$ cat config.mk
export PLATFORM = sky130hd
export DESIGN_NAME = shadow_slow_ctl_flat
export DESIGN_NICKNAME = d
export VERILOG_FILES = /design/src/rtl/shadow_slow_ctl_if.sv /design/src/rtl/shadow_slow_ctl.sv /design/src/flat_wrapper.sv
export SDC_FILE = /design/constraint.sdc
export NUM_CORES = 1
export LEC_CHECK = 0
export ABC_AREA = 1
export BUFFER_PORTS_ARGS = -buffer_cell sky130_fd_sc_hd__buf_4
export CAP_MARGIN = 10
export CORE_ASPECT_RATIO = 1.4
export CORE_UTILIZATION = 43
export CTS_BUF_LIST = sky130_fd_sc_hd__clkbuf_4
export DETAILED_ROUTE_END_ITERATION = 6
export PLACE_DENSITY_LB_ADDON = 0.05
export SYNTH_ARGS = -nofsm -noshare
export SYNTH_HDL_FRONTEND = slang
export SYNTH_SLANG_ARGS = --single-unit
$ cat constraint.sdc
create_clock -name clk_sys -period 5.91 [get_ports clk_sys]
set_clock_uncertainty 0.05 [all_clocks]
set_input_delay 0.2955 -clock clk_sys [delete_from_list [all_inputs] [get_ports clk_sys]]
set_output_delay 0.2955 -clock clk_sys [all_outputs]
set_load 0.005 [all_outputs]
$ cat src/rtl/shadow_slow_ctl_if.sv
// CPU-bus and slow-RAM signal bundle for shadow_slow_ctl.
// The controller takes the slave modport. The CPU and slow-RAM side takes the master modport.
interface shadow_slow_ctl_if;
  logic        cpu_req;
  logic        cpu_we;
  logic [7:0]  cpu_bank;
  logic [15:0] cpu_addr;
  logic [7:0]  cpu_dout;
  logic [7:0]  shadow;
  logic        cpu_ready;
  logic [7:0]  cpu_slow_din;
  logic        slow_ce;
  logic        slow_we;
  logic [16:0] slow_addr;
  logic [7:0]  slow_din;
  logic [7:0]  slow_dout;
  logic        busy;

  modport master (
    output cpu_req, cpu_we, cpu_bank, cpu_addr, cpu_dout, shadow, slow_dout,
    input  cpu_ready, cpu_slow_din, slow_ce, slow_we, slow_addr, slow_din, busy
  );

  modport slave (
    input  cpu_req, cpu_we, cpu_bank, cpu_addr, cpu_dout, shadow, slow_dout,
    output cpu_ready, cpu_slow_din, slow_ce, slow_we, slow_addr, slow_din, busy
  );
endinterface

$ cat src/rtl/shadow_slow_ctl.sv
// Shadow-write FIFO and direct E0/E1 sequencer feeding the 1 MHz slow RAM, one access per slow slot.
// Optional feature: define SHADOW_SHR_EN to decode the bank 01 super-hi-res region ($2000-$9FFF, shadow[3]).
module shadow_slow_ctl #(
  parameter int FIFO_AW  = 2,
  parameter int SLOW_DIV = 14
) (
  input logic            clk_sys,
  input logic            reset,
  shadow_slow_ctl_if.slave bus
);

  localparam int DEPTH = 1 << FIFO_AW;
  localparam int CW    = $clog2(SLOW_DIV);

  typedef enum logic [1:0] {S_IDLE, S_WAIT, S_RDLAT, S_DONE} state_t;

  typedef struct packed {
    logic        bank0;
    logic [15:0] addr;
    logic [7:0]  data;
  } entry_t;

  // ---------------------------------------------------------------- slot timer
  logic [CW-1:0] slot_cnt;
  logic          slot;

  assign slot = (slot_cnt == CW'(SLOW_DIV - 1));

  // NOTE: sequential state uses non-blocking (<=) so every flop samples pre-edge values.
  always_ff @(posedge clk_sys or posedge reset) begin
    if (reset)     slot_cnt <= '0;
    else if (slot) slot_cnt <= '0;
    else           slot_cnt <= slot_cnt + 1'b1;
  end

  // ---------------------------------------------------------------- decode
  logic low_bank, in_txt1, in_hgr1, in_hgr2, in_shr;
  logic shadow_hit, direct_req;

  // NOTE: every always_comb output gets a default first, so no path can infer a latch.
  always_comb begin
    low_bank = (bus.cpu_bank[7:1] == 7'h00);
    in_txt1  = (bus.cpu_addr[15:10] == 6'b000001) && !bus.shadow[0];
    in_hgr1  = (bus.cpu_addr[15:13] == 3'b001)    && !bus.shadow[1];
    in_hgr2  = (bus.cpu_addr[15:13] == 3'b010)    && !bus.shadow[2];
`ifdef SHADOW_SHR_EN
    in_shr   = bus.cpu_bank[0] && (bus.cpu_addr >= 16'h2000) &&
               (bus.cpu_addr <= 16'h9FFF) && !bus.shadow[3];
`else
    in_shr   = 1'b0;
`endif
    shadow_hit = bus.cpu_req && bus.cpu_we && low_bank &&
                 (in_txt1 || in_hgr1 || in_hgr2 || in_shr);
    direct_req = bus.cpu_req && (bus.cpu_bank[7:1] == 7'b1110000);
  end

  // These shadow register bits have no function in this build.
  logic unused_shadow;
`ifdef SHADOW_SHR_EN
  assign unused_shadow = ^bus.shadow[7:4];
`else
  assign unused_shadow = ^bus.shadow[7:3];
`endif

  // ---------------------------------------------------------------- shadow FIFO
  entry_t             fifo_mem [DEPTH];
  logic [FIFO_AW-1:0] wr_ptr, rd_ptr;
  logic [FIFO_AW:0]   fifo_cnt;
  logic               fifo_empty, fifo_full, push, pop;
  entry_t             in_entry, head;

  assign fifo_empty = (fifo_cnt == '0);
  assign fifo_full  = (fifo_cnt == (FIFO_AW + 1)'(DEPTH));
  // The pop decision uses the registered count, so a push is never popped in its own cycle.
  assign pop        = slot && !fifo_empty;
  assign push       = shadow_hit && (!fifo_full || pop);
  assign in_entry   = {bus.cpu_bank[0], bus.cpu_addr, bus.cpu_dout};
  assign head       = fifo_mem[rd_ptr];

  always_ff @(posedge clk_sys or posedge reset) begin
    if (reset) begin
      wr_ptr   <= '0;
      rd_ptr   <= '0;
      fifo_cnt <= '0;
    end else begin
      if (push) wr_ptr <= wr_ptr + 1'b1;
      if (pop)  rd_ptr <= rd_ptr + 1'b1;
      case ({push, pop})
        2'b10:   fifo_cnt <= fifo_cnt + 1'b1;
        2'b01:   fifo_cnt <= fifo_cnt - 1'b1;
        default: fifo_cnt <= fifo_cnt;
      endcase
    end
  end

  // NOTE: storage has no reset. Clearing the pointers and count is enough to discard its contents.
  always_ff @(posedge clk_sys) begin
    if (push) fifo_mem[wr_ptr] <= in_entry;
  end

  // ---------------------------------------------------------------- direct FSM
  state_t     state;
  logic [7:0] slow_rd_q;
  logic       issue;

  // A direct access waits behind queued shadow writes. The FIFO always owns the slot first.
  assign issue = (state == S_WAIT) && slot && fifo_empty;

  always_ff @(posedge clk_sys or posedge reset) begin
    if (reset) begin
      state     <= S_IDLE;
      slow_rd_q <= '0;
    end else begin
      case (state)
        S_IDLE:  if (direct_req) state <= S_WAIT;
        S_WAIT:  if (issue) state <= bus.cpu_we ? S_DONE : S_RDLAT;
        S_RDLAT: begin
          slow_rd_q <= bus.slow_dout;
          state     <= S_DONE;
        end
        S_DONE:  state <= S_IDLE;
        default: state <= S_IDLE;
      endcase
    end
  end

  // ---------------------------------------------------------------- outputs
  // The strobe must coincide with the slot cycle itself, so the slow-RAM port is decoded
  // directly from the pop and issue conditions.
  always_comb begin
    bus.slow_ce   = 1'b0;
    bus.slow_we   = 1'b0;
    bus.slow_addr = '0;
    bus.slow_din  = '0;
    if (pop) begin
      bus.slow_ce   = 1'b1;
      bus.slow_we   = 1'b1;
      bus.slow_addr = {head.bank0, head.addr};
      bus.slow_din  = head.data;
    end else if (issue) begin
      bus.slow_ce   = 1'b1;
      bus.slow_we   = bus.cpu_we;
      bus.slow_addr = {bus.cpu_bank[0], bus.cpu_addr};
      bus.slow_din  = bus.cpu_we ? bus.cpu_dout : 8'h00;
    end
  end

  assign bus.cpu_ready = !((state == S_WAIT) || (state == S_RDLAT) ||
                           ((state == S_IDLE) && direct_req) ||
                           (shadow_hit && fifo_full && !pop));

  assign bus.cpu_slow_din = slow_rd_q;
  assign bus.busy         = !fifo_empty || (state != S_IDLE);

endmodule

$ cat src/flat_wrapper.sv
// flat-port wrapper written by rule: the top's interface ports become plain ports
module shadow_slow_ctl_flat 
#(
  parameter int FIFO_AW  = 2,
  parameter int SLOW_DIV = 14
)
  (clk_sys, reset, bus_cpu_req, bus_cpu_we, bus_cpu_bank, bus_cpu_addr, bus_cpu_dout, bus_shadow, bus_slow_dout, bus_cpu_ready, bus_cpu_slow_din, bus_slow_ce, bus_slow_we, bus_slow_addr, bus_slow_din, bus_busy);
  shadow_slow_ctl_if bus_i ();
  input logic clk_sys;
  input logic reset;
  input wire logic [$bits(bus_i.cpu_req)-1:0] bus_cpu_req;
  input wire logic [$bits(bus_i.cpu_we)-1:0] bus_cpu_we;
  input wire logic [$bits(bus_i.cpu_bank)-1:0] bus_cpu_bank;
  input wire logic [$bits(bus_i.cpu_addr)-1:0] bus_cpu_addr;
  input wire logic [$bits(bus_i.cpu_dout)-1:0] bus_cpu_dout;
  input wire logic [$bits(bus_i.shadow)-1:0] bus_shadow;
  input wire logic [$bits(bus_i.slow_dout)-1:0] bus_slow_dout;
  output wire logic [$bits(bus_i.cpu_ready)-1:0] bus_cpu_ready;
  output wire logic [$bits(bus_i.cpu_slow_din)-1:0] bus_cpu_slow_din;
  output wire logic [$bits(bus_i.slow_ce)-1:0] bus_slow_ce;
  output wire logic [$bits(bus_i.slow_we)-1:0] bus_slow_we;
  output wire logic [$bits(bus_i.slow_addr)-1:0] bus_slow_addr;
  output wire logic [$bits(bus_i.slow_din)-1:0] bus_slow_din;
  output wire logic [$bits(bus_i.busy)-1:0] bus_busy;
  assign bus_i.cpu_req = bus_cpu_req;
  assign bus_i.cpu_we = bus_cpu_we;
  assign bus_i.cpu_bank = bus_cpu_bank;
  assign bus_i.cpu_addr = bus_cpu_addr;
  assign bus_i.cpu_dout = bus_cpu_dout;
  assign bus_i.shadow = bus_shadow;
  assign bus_i.slow_dout = bus_slow_dout;
  assign bus_cpu_ready = bus_i.cpu_ready;
  assign bus_cpu_slow_din = bus_i.cpu_slow_din;
  assign bus_slow_ce = bus_i.slow_ce;
  assign bus_slow_we = bus_i.slow_we;
  assign bus_slow_addr = bus_i.slow_addr;
  assign bus_slow_din = bus_i.slow_din;
  assign bus_busy = bus_i.busy;
  shadow_slow_ctl #(.FIFO_AW(FIFO_AW), .SLOW_DIV(SLOW_DIV)) u_core (.clk_sys(clk_sys), .reset(reset), .bus(bus_i));
endmodule
==> results.sh <==
export IMPL_area_growth_pct=26.1
export IMPL_syn_nets=509
export IMPL_die_height_um=134
export IMPL_cts_hold_buf=34
export IMPL_r2r_start="u_core.slot_cnt[2]"
export IMPL_drtIter0Drc=254
export IMPL_hold_viol=0
export IMPL_drive_gt1_frac=0.255
export IMPL_wl_met3_um=592
export IMPL_grt_start_max_net_pins=65
export IMPL_wl_per_cell_um=16.8
export IMPL_fin_nets=629
export IMPL_ys_flop_type="edfxtp_1"
export IMPL_slew_violations=0
export IMPL_path_max_fanout=28
export IMPL_regArea_mm2=0.00353
export IMPL_synth_cell_types=37
export IMPL_cts_buffer_depth=2
export IMPL_clk_pin_slew_worst_paths_ps=110
export IMPL_num_rows=47
export IMPL_endpoint_kind="output port"
export IMPL_ys_ff_latch=121
export IMPL_cpLargestDelayFamily="buffers and inverters"
export IMPL_yosysMostFrequentCell="edfxtp_1"
export IMPL_synth_top_area_share=0.561
export IMPL_hp_class="input port to flip-flop"
export IMPL_dr_pass1_iters=4
export IMPL_portBuffers=83
export IMPL_n_fill_cell=1052
export IMPL_fmax_mhz=334
export IMPL_clockRootBuffer="clkbuf_4"
export IMPL_async_flop_share=0.174
export IMPL_critPathKind="flip-flop to output port"
export IMPL_grt_pass1_vias=3831
export IMPL_synth_top_area_cell="edfxtp_1"
export IMPL_vias=3814
export IMPL_initial_core_util=0.446
export IMPL_synth_edf_count=100
export IMPL_synth_warning_count=0
export IMPL_die_area_mm2=0.0129
export IMPL_crit_buf_inv=3
export IMPL_antenna_found_initial=1
export IMPL_critPathMaxStageDelay_ps=580
export IMPL_grt_overflow=0
export IMPL_yosysSeqAreaShare=0.659
export IMPL_cellPowerDensity_mw_per_mm2=278
export IMPL_wl_met2_um=6490
export IMPL_fin_ws_ps=2920
export IMPL_hp_start="bus_cpu_bank[7]"
export IMPL_maxCapViolations=0
export IMPL_avgSynthCellArea_um2=11.9
export IMPL_tightest_slew_ps=890
export IMPL_fin_crit_sh=0.507
export IMPL_htree_levels=4
export IMPL_final_antenna_net_count=0
export IMPL_final_setup_viol_count=0
export IMPL_cp_startpoint="u_core.rd_ptr[1]"
export IMPL_top_layer_used="met4"
export IMPL_grt_pass1_wl_um=19200
export IMPL_grt_setup_unrepaired="no"
export IMPL_slew_headroom=0.405
export IMPL_vdd_drop_max_v=0.000193
export IMPL_fin_setup_tns_ps=0
export IMPL_post_cts_resized=0
export IMPL_status="completed"
export IMPL_synthTopCellsByArea="edfxtp_1, dfrtp_1, nand2_1"
export IMPL_multi_input_area_mm2=0.00153
export IMPL_wl_um=12200
export IMPL_post_place_ws_ps=3420
export IMPL_crit_path_cell_trace="inv_1, buf_4, a21oi_1, a221o_1, o21ai_1, buf_4"
export IMPL_worst_path_most_repeated_cell="buf_4"
export IMPL_arrival_ps=2650
export IMPL_cts_made_buffers=17
export IMPL_drc=0
export IMPL_io_pins=89
export IMPL_post_dp_hpwl_um=7470
export IMPL_clk_latency_ps=490
export IMPL_cts_setup_buffers=0
export IMPL_power_leakage_nw=2.68
export IMPL_cts_tree="done"
export IMPL_gp_congestion=0.729
export IMPL_core_mm2=0.0120
export IMPL_m1WireLength_um=5060
export IMPL_cp_slowest_cell="dfrtp_1"
export IMPL_die_w_um=96.3
export IMPL_numClockSinks=121
export IMPL_vias_per_cell=5.23
export IMPL_crit_required_ps=5560
export IMPL_track_usage=0.204
export IMPL_synth_cells=448
export IMPL_layout_min_cycle_time_ps=2990
export IMPL_netlist_area_mm2=0.00535
export IMPL_synth_common_cells="edfxtp_1, nand2_1, inv_1, a21oi_1"
export IMPL_worstSetupStartpointType="flip-flop"
-- registers in the layout (all words and copies together), names as in the netlist --
register,flops
u_core.fifo_cnt,3
u_core.bus.cpu_slow_din,8
u_core.wr_ptr,2
u_core.slot_cnt,4
u_core.rd_ptr,2
u_core.state,2
u_core.fifo_mem,100
-- cells by family (layout without fill, tap and decap cells) --
logic type,Yosys count,count (layout),share of synthesized area
compound gates,94,94,0.114
mux,9,9,0.0196
buf+inv,69,202,0.0568
flops,121,121,0.659
fa+ha+maj,9,9,0.0224
other cells,0,1,0
simple gates,142,142,0.121
xor+xnor,4,4,0.00655
-- cells in the final DEF, fill, tap and decap left out, types with 2 or more instances in the layout --
| cell | Yosys | layout |
|---|---|---|
| clkbuf_4 | 0 | 21 |
| nand3_1 | 22 | 22 |
| inv_2 | 2 | 2 |
| o21ai_2 | 2 | 2 |
| o21ai_1 | 6 | 6 |
| nor2_1 | 22 | 18 |
| nand2_2 | 2 | 2 |
| nor2_2 | 2 | 6 |
| xor2_1 | 4 | 4 |
| nand4_4 | 2 | 2 |
| edfxtp_1 | 100 | 100 |
| a21oi_1 | 38 | 38 |
| inv_1 | 43 | 43 |
| bufinv_16 | 0 | 4 |
| nand2_1 | 85 | 85 |
| clkinv_2 | 0 | 5 |
| ha_1 | 8 | 8 |
| clkinv_1 | 0 | 2 |
| nor3_1 | 3 | 3 |
| a32o_1 | 14 | 14 |
| a221o_1 | 11 | 11 |
| dfrtp_1 | 21 | 20 |
| dlygate4sd3_1 | 0 | 34 |
| mux2_2 | 8 | 8 |
| buf_4 | 4 | 89 |
| o21ai_0 | 20 | 20 |
-- layout make-up --
class | instances | area share
antenna | 1 | 0.000371
tap | 147 | 0.0273
multi-input combinational | 258 | 0.227
sequential | 121 | 0.523
clock buffer | 21 | 0.0234
timing repair buffer | 123 | 0.149
inverter | 47 | 0.0273
clock inverter | 11 | 0.0226
-- report_power, final --
part	switching [W]	internal (W)
logic	0.000111	0.000143
clock network	0.000290	0.000349
registers	0.0000223	0.000960
-- worst min-delay path: stages --
cell,delay [ps]
buf_4,80
nor2_1,40
nand2_1,60
nor2_2,50
nand4_4,120
xor2_1,80
-- stage by stage --
step	area, um2	power [W]	utilization	instances	hold WS (ps)
floorplan	5350	0.00113	-	448	222
global placement	6090	0.00123	0.508	662	442
detailed placement	6090	0.00124	0.508	662	448
CTS	6750	0.00190	0.562	728	178
global route	6750	0.00196	0.562	729	201
finish	6750	0.00187	0.562	729	216
-- per-layer routing --
| layer | track usage | up-vias |
|---|---|---|
| met2 | 0.348 | 107 |
| met4 | 0.0614 | 0 |
| met1 | 0.253 | 1860 |
| met5 | 0 | - |
| li1 | - | 1840 |
| met3 | 0.0493 | 7 |
-- worst paths after layout --
path | slack, ps | endpoint | cells after the start
max in group asynchronous | 4760 | u_core.rd_ptr[0] | 3
min in group asynchronous | 470 | u_core.bus.cpu_slow_din[6] | 3
worst max-delay path | 2920 | bus_slow_addr[10] | 6
worst max register to register | 3530 | u_core.fifo_mem[2][14] | 5
worst min-delay path | 220 | u_core.wr_ptr[0] | 6
worst min register to register | 470 | u_core.bus.cpu_slow_din[1] | 1
Note: power is estimated with default switching activity, not from simulation.
